### src/rtl/ps2_pkg.sv
// Shared PS/2 definitions: transmitter states, frame geometry and keyboard command bytes.
package ps2_pkg;

   typedef enum logic [2:0] {
      ST_IDLE,
      ST_INHIBIT,
      ST_REQUEST,
      ST_SEND,
      ST_ACK,
      ST_WAIT_IDLE
   } ps2_tx_state_e;

   localparam int         PS2_FRAME_BITS = 11;
   localparam logic [7:0] PS2_CMD_LEDS   = 8'hED;
   localparam logic [7:0] PS2_CMD_RESET  = 8'hFF;
   localparam logic [7:0] PS2_ACK        = 8'hFA;

   // Odd parity: the parity bit makes the total count of ones in data+parity odd.
   function automatic logic odd_parity(input logic [7:0] d);
      return ~^d;
   endfunction

endpackage

### src/rtl/ps2_sync_edge.sv
// 2-FF synchronizer for an asynchronous PS/2 pin with falling-edge detect on the synchronized level.
module ps2_sync_edge (
   input  logic clk,
   input  logic reset,
   input  logic pin,
   output logic level,
   output logic fall
);

   logic meta_q, meta_d;
   logic sync_q, sync_d;
   logic prev_q, prev_d;

   always_comb begin
      meta_d = pin;
      sync_d = meta_q;
      prev_d = sync_q;
   end

   // Reset to 1 (idle-high line) so leaving reset never looks like an edge.
   always_ff @(posedge clk) begin
      if (reset) begin
         meta_q <= 1'b1;
         sync_q <= 1'b1;
         prev_q <= 1'b1;
      end else begin
         meta_q <= meta_d;
         sync_q <= sync_d;
         prev_q <= prev_d;
      end
   end

   assign level = sync_q;
   assign fall  = prev_q & ~sync_q;

endmodule

### src/rtl/ps2_transmitter.sv
// Host-to-device PS/2 transmitter: request-to-send, clocked-out frame, ACK check and timeout.
module ps2_transmitter
   import ps2_pkg::*;
#(
   parameter int INHIBIT_CYCLES = 5000,
   parameter int TIMEOUT_CYCLES = 750000
) (
   input  logic       clk,
   input  logic       reset,
   input  logic       ps2_clock,
   input  logic       ps2_data,
   output logic       ps2_clock_oe,
   output logic       ps2_data_oe,
   input  logic [7:0] tx_data,
   input  logic       tx_start,
   output logic       tx_ready,
   output logic       tx_busy,
   output logic       tx_done,
   output logic       tx_error
);

   localparam int CNT_MAX = (INHIBIT_CYCLES > TIMEOUT_CYCLES) ? INHIBIT_CYCLES : TIMEOUT_CYCLES;
   localparam int CNT_W   = $clog2(CNT_MAX + 1);
   localparam logic [CNT_W-1:0] INH_LAST  = CNT_W'(INHIBIT_CYCLES - 1);
   localparam logic [CNT_W-1:0] TO_LAST   = CNT_W'(TIMEOUT_CYCLES - 1);
   localparam logic [3:0]       STOP_EDGE = 4'(PS2_FRAME_BITS - 2);

   ps2_tx_state_e    state_q, state_d;
   logic [9:0]       shift_q, shift_d;
   logic [CNT_W-1:0] cnt_q, cnt_d;
   logic [3:0]       bit_cnt_q, bit_cnt_d;
   logic             clock_oe_q, clock_oe_d;
   logic             data_oe_q, data_oe_d;
   logic             ready_q, ready_d;
   logic             busy_q, busy_d;
   logic             done_q, done_d;
   logic             error_q, error_d;
   logic             dmeta_q, dmeta_d;
   logic             dsync_q, dsync_d;
   logic             clk_sync, clk_fall;
   logic             fin_ok, fin_err;

   ps2_sync_edge u_clk_sync (
      .clk   (clk),
      .reset (reset),
      .pin   (ps2_clock),
      .level (clk_sync),
      .fall  (clk_fall)
   );

   always_comb begin
      dmeta_d    = ps2_data;
      dsync_d    = dmeta_q;
      state_d    = state_q;
      shift_d    = shift_q;
      cnt_d      = cnt_q;
      bit_cnt_d  = bit_cnt_q;
      clock_oe_d = clock_oe_q;
      data_oe_d  = data_oe_q;
      ready_d    = ready_q;
      busy_d     = busy_q;
      done_d     = 1'b0;
      error_d    = 1'b0;
      fin_ok     = 1'b0;
      fin_err    = 1'b0;
      case (state_q)
         ST_IDLE: begin
            if (tx_start) begin
               shift_d    = {1'b1, odd_parity(tx_data), tx_data};
               cnt_d      = '0;
               bit_cnt_d  = '0;
               clock_oe_d = 1'b1;
               data_oe_d  = 1'b0;
               ready_d    = 1'b0;
               busy_d     = 1'b1;
               state_d    = ST_INHIBIT;
            end
         end
         ST_INHIBIT: begin
            if (cnt_q == INH_LAST) begin
               cnt_d     = '0;
               data_oe_d = 1'b1;
               state_d   = ST_REQUEST;
            end else begin
               cnt_d = cnt_q + 1'b1;
            end
         end
         ST_REQUEST: begin
            // Releasing the clock while data stays low is the start bit.
            clock_oe_d = 1'b0;
            cnt_d      = '0;
            state_d    = ST_SEND;
         end
         ST_SEND, ST_ACK, ST_WAIT_IDLE: begin
            cnt_d = clk_fall ? '0 : cnt_q + 1'b1;
            if (!clk_fall && cnt_q == TO_LAST) fin_err = 1'b1;
            if (state_q == ST_SEND && clk_fall) begin
               data_oe_d = ~shift_q[0];
               shift_d   = {1'b1, shift_q[9:1]};
               bit_cnt_d = bit_cnt_q + 4'd1;
               if (bit_cnt_q == STOP_EDGE) state_d = ST_ACK;
            end
            if (state_q == ST_ACK && clk_fall) begin
               if (dsync_q) fin_err = 1'b1;
               else         state_d = ST_WAIT_IDLE;
            end
            if (state_q == ST_WAIT_IDLE && clk_sync && dsync_q) fin_ok = 1'b1;
         end
         default: state_d = ST_IDLE;
      endcase
      // A clean finish wins over a coincident timeout, so done and error stay exclusive.
      if (fin_ok || fin_err) begin
         state_d    = ST_IDLE;
         clock_oe_d = 1'b0;
         data_oe_d  = 1'b0;
         ready_d    = 1'b1;
         busy_d     = 1'b0;
         done_d     = fin_ok;
         error_d    = ~fin_ok;
      end
   end

   always_ff @(posedge clk) begin
      if (reset) begin
         state_q    <= ST_IDLE;
         shift_q    <= '1;
         cnt_q      <= '0;
         bit_cnt_q  <= '0;
         clock_oe_q <= 1'b0;
         data_oe_q  <= 1'b0;
         ready_q    <= 1'b1;
         busy_q     <= 1'b0;
         done_q     <= 1'b0;
         error_q    <= 1'b0;
         dmeta_q    <= 1'b1;
         dsync_q    <= 1'b1;
      end else begin
         state_q    <= state_d;
         shift_q    <= shift_d;
         cnt_q      <= cnt_d;
         bit_cnt_q  <= bit_cnt_d;
         clock_oe_q <= clock_oe_d;
         data_oe_q  <= data_oe_d;
         ready_q    <= ready_d;
         busy_q     <= busy_d;
         done_q     <= done_d;
         error_q    <= error_d;
         dmeta_q    <= dmeta_d;
         dsync_q    <= dsync_d;
      end
   end

   assign ps2_clock_oe = clock_oe_q;
   assign ps2_data_oe  = data_oe_q;
   assign tx_ready     = ready_q;
   assign tx_busy      = busy_q;
   assign tx_done      = done_q;
   assign tx_error     = error_q;

endmodule

### config.mk
export PLATFORM = sky130hd
export DESIGN_NAME = ps2_transmitter
export DESIGN_NICKNAME = d
export VERILOG_FILES = /design/src/rtl/ps2_pkg.sv /design/src/rtl/ps2_sync_edge.sv /design/src/rtl/ps2_transmitter.sv
export SDC_FILE = /design/constraint.sdc
export NUM_CORES = 1
export LEC_CHECK = 0
export ABC_AREA = 1
export ABC_CLOCK_PERIOD_IN_PS = 3000
export BUFFER_PORTS_ARGS = -buffer_cell sky130_fd_sc_hd__buf_2
export CELL_PAD_IN_SITES_DETAIL_PLACEMENT = 0
export CELL_PAD_IN_SITES_GLOBAL_PLACEMENT = 1
export CORE_ASPECT_RATIO = 0.6
export CORE_MARGIN = 3
export CORE_UTILIZATION = 46
export DETAILED_ROUTE_END_ITERATION = 16
export PLACE_DENSITY_LB_ADDON = 0.3
export SETUP_SLACK_MARGIN = 0.3
export SLEW_MARGIN = 5
export SYNTH_ARGS = -nofsm -noshare
export SYNTH_HDL_FRONTEND = slang
export SYNTH_HIERARCHICAL = 1
export SYNTH_SLANG_ARGS = --single-unit
### constraint.sdc
create_clock -name clk -period 3 [get_ports clk]
set_clock_uncertainty 0.1 [all_clocks]
set_input_delay 0.15 -clock clk [delete_from_list [all_inputs] [get_ports clk]]
set_output_delay 0.15 -clock clk [all_outputs]
set_load 0.01 [all_outputs]
==> results.md <==
Run status:
- The run finished with clean final reports.

Floorplan:
- The placement row count is 20.
- 19 I/O pins were placed.
- The initial utilization of the core area, before any placement, comes to 0.4950.
- In this run the standard cell core region covers 5255 um^2.
- The floorplan step set the die width to ~100 um.
- The floorplan step defined a die boundary enclosing 6623 um^2.
- The floorplan step set the die height to 64.25 um.

STA:
- The number of max-slew violations in the final report is 0.
- The clock period could shrink to 1.923 ns.
- The number of hold violations in the final report is 0.
- Setup repair after global routing left no endpoint under its margin.
- At the pin with the least slew margin, the transition time is 0.5365 ns.
- The number of endpoints failing setup at the final stage is 0.
- Timing would allow up to 519.9 MHz.
- Of the available clock period, the critical path in the final layout requires 0.6411.
- Summed over all failing endpoints, the final setup total negative slack is 0 ns.
- Measured against its own limit, the worst slew margin works out to 0.6419.

Clock network:
- The CTS tree is done.
- The total number of H-tree levels is 2.
- The number of buffers added by the clock tree synthesis step is 5.
- The later pin in the worst-skew pair is clocked with a latency of 0.30 ns.
- Counting along the longest clock path gives a buffer depth of 2.
- In this run the post-CTS setup repair buffer count came out at 0.
- The number of clock sinks is 47.
- The root buffer cell is sky130_fd_sc_hd__clkbuf_8.
- Clock-pin slew was measured on the worst setup and hold paths at 0.09 ns.

Setup path:
- The largest individual stage delay along the critical path comes from the cell sky130_fd_sc_hd__dfxtp_1.
- The delay of the slowest cell on the worst path is 0.33 ns.
- Data on the critical path is required at its endpoint by between 3 and 4 ns.
- The signal on the critical path passes through inv_1 > nor2_1 > nand2_1 > nor2_1 > inv_1 > nand2_2 > inv_1 > nand2_1 > nand3_1.
- The total buffers and inverters traversed by the critical path is 3.
- The critical path in this run is classified as flip-flop to flip-flop.
- The worst setup path is captured at a flip-flop.
- The cell type group with the largest total delay on the critical path is simple AND/OR/NAND/NOR gates.
- The cell type with the highest occurrence count on the critical path is sky130_fd_sc_hd__inv_1.
- The highest fanout seen on the critical path is 17.
- The worst setup path is launched from a flip-flop.
- STA puts the critical path data arrival time at between 1.5 and 2 ns.

Yosys:
- The number of nets in the synthesized netlist is 411.
- In the synthesized netlist the dominant register cell turns out to be sky130_fd_sc_hd__dfxtp_1.
- The sequential area share after synthesis is 0.3617.
- The post-synthesis cell area is 2601 um^2.
- Synthesis inferred 47 register bits.
- The synthesized area divided by synthesized cell count is 6.585 um^2.
- Counting every instance in the synthesized netlist gives 395.
- The most common cell in the synthesized netlist is sky130_fd_sc_hd__nand2_1.
- The number of enable flip-flop cells after synthesis is 0.
- The number of different library cells in the post-synthesis netlist is 31.
- The largest total area in the synthesized netlist belongs to sky130_fd_sc_hd__dfxtp_1.
- The share of the synthesized area in the top cell type is 0.3617.
- The number of warning messages in the yosys log is 6.
- Ranked by instance count, the synthesized netlist is headed by 95 x sky130_fd_sc_hd__nand2_1, 56 x sky130_fd_sc_hd__nor2_1, 55 x sky130_fd_sc_hd__inv_1.
- After synthesis, the cell types taking the most area are sky130_fd_sc_hd__dfxtp_1 36%, sky130_fd_sc_hd__nand2_1 14%, sky130_fd_sc_hd__nand3_1 8.5%, sky130_fd_sc_hd__nor2_1 8.1%, sky130_fd_sc_hd__inv_1 7.9%.
- The async set-or-reset flop fraction in the synthesized netlist is 0.

Pwr:
- The analysis attributes to cell leakage a power of 0.001273 uW.
- Across the VDD grid, the largest voltage drop is 0.2393 mV.
- For this design the ratio of total power to cell area is 475.4 nW/um^2.
- After layout, the design draws a total of ~1400 uW.

Global routing:
- The first-pass GRT wire length is 10700 um.
- The number of antenna violations at the first check in global routing is 0.
- The global-route congestion overflow total is 0.
- Entering global routing, the biggest net connects 18 pins.
- The global routing stage identified its most utilized layer as met1.
- The number of global-route vias before repair was 2171.
- The met2 track demand over resource in global routing is 0.2436.
- The met1 usage is 0.3549.
- The met3 global-route usage is 0.04580.
- The overall track demand over capacity in global routing is 0.2062.

Drt:
- Using the TritonRoute via totals, the vias-per-cell ratio works out to 5.110.
- The routed layout has 2463 vias.
- Before antenna repair, the detailed router went through 5 iterations.
- The routed design has 6275 um of wire.
- The count of routing violations after the opening detailed-route iteration is 201.
- The number of nets still failing antenna checks after routing is 0.
- The number of DRC violations after detailed routing is 0.
- After detailed routing, the average wire length per cell comes to between 10 and 15 um.

Final layout:
- The fraction of final layout cells sized beyond drive strength 1 is 0.1106.
- The antenna diode count is 0.
- The final layout net count is 431.
- Relative to the synthesized area, the layout overhead comes to 10.34%.

Job:
- The number of max-capacitance violations reported is 0.

Hold path:
- The class of the tightest hold or removal check is primary input to flip-flop.

Place:
- The post-detailed-placement half-perimeter wirelength is 4748 um.
- Port buffering added 18 buffers.
- The routability congestion estimate is between 0.8 and 0.9.
-- cell usage in the layout, fill, tap and decap left out, types with 3 or more instances in the layout --
cell,Yosys,routed
sky130_fd_sc_hd__nor2_1,56,56
sky130_fd_sc_hd__o211ai_1,8,8
sky130_fd_sc_hd__inv_2,4,4
sky130_fd_sc_hd__a21oi_1,10,10
sky130_fd_sc_hd__nand2_2,5,5
sky130_fd_sc_hd__clkbuf_8,0,6
sky130_fd_sc_hd__o21ai_0,10,10
sky130_fd_sc_hd__buf_2,3,18
sky130_fd_sc_hd__or2_0,7,7
sky130_fd_sc_hd__nand3_1,44,44
sky130_fd_sc_hd__xnor2_1,4,4
sky130_fd_sc_hd__nand2_1,95,95
sky130_fd_sc_hd__inv_1,55,55
sky130_fd_sc_hd__ha_1,3,3
sky130_fd_sc_hd__o21bai_1,4,4
sky130_fd_sc_hd__xor2_1,7,7
sky130_fd_sc_hd__nand4_1,5,5
sky130_fd_sc_hd__dfxtp_1,47,47
sky130_fd_sc_hd__nor3_1,8,8
-- layout make-up --
class,instances,area [um^2]
Clock buffer,6,82.58
Timing Repair Buffer,20,110.1
Sequential cell,47,940.9
Clock inverter,2,35.03
Fill cell,543,2385
Multi-Input combinational cell,282,1398
Tap cell,66,82.58
Inverter,59,221.5
-- final timing paths --
kind,from,slack (ns),cells past startpoint,endpoint
worst max-delay path,u_clk_sync/prev_q,1.08,9,shift_q[4]
worst min-delay path,tx_data[7],0.04,3,shift_q[7]
worst max register to register,u_clk_sync/prev_q,1.08,9,shift_q[4]
worst min register to register,u_clk_sync/meta_q,0.31,2,u_clk_sync/level
-- cell families after synthesis --
group                    count (synthesis)  synth area share
AND/OR/NAND/NOR                        235            0.4103
flip-flops                              47            0.3617
adder cells (fa/ha/maj)                  3           0.01443
AO/OA/AOI/OAI                           33           0.07552
XOR/XNOR                                11           0.03704
buffers and inverters                   66            0.1010
-- routing by layer --
metal / wire length [um] / share of wire
met5: 0 / 0
met4: 51 / 0.0081
met3: 497 / 0.079
met2: 2156 / 0.34
met1: 3569 / 0.57
-- tightest hold or removal path: cells and delay by family --
| family | cells | cell delay, ns |
|---|---|---|
| buffers and inverters | 1 | 0.10 |
| AOI/OAI and AO/OA | 1 | 0.09 |
| and+or+nand+nor | 1 | 0.07 |
-- per-stage QoR --
step	cell area [um^2]	instances	hold WS, ns	utilization	worst slack, ns
3_3_place_gp	2733	472	0.2340	0.5200	1.117
4_1_cts	2870	482	0.03194	0.5462	1.094
5_1_grt	2870	482	0.03555	0.5462	0.8641
2_1_floorplan	2601	395	0.1419	-	1.419
6_report	2870	482	0.03690	0.5462	1.077
3_5_place_dp	2733	472	0.2349	0.5200	1.119
-- registers in the layout, summed over array words and instances (netlist names), 3 cells and up --
signal     count
cnt_q         20
state_q        3
bit_cnt_q      4
shift_q        9
-- timing repair --
item	in CTS	in global routing
hold endpoints to repair	2	0
gates resized for setup	0	0
hold buffers	2	0
-- report_power, final --
group | total (uW) | internal (uW) | switching (uW) | leakage, uW
combinational | 200 | 68.3 | 131 | 0.000829
clock | 493 | 270 | 223 | 0.0000612
sequential | 672 | 654 | 18.2 | 0.000383
Note: power is estimated with default switching activity, not from simulation.
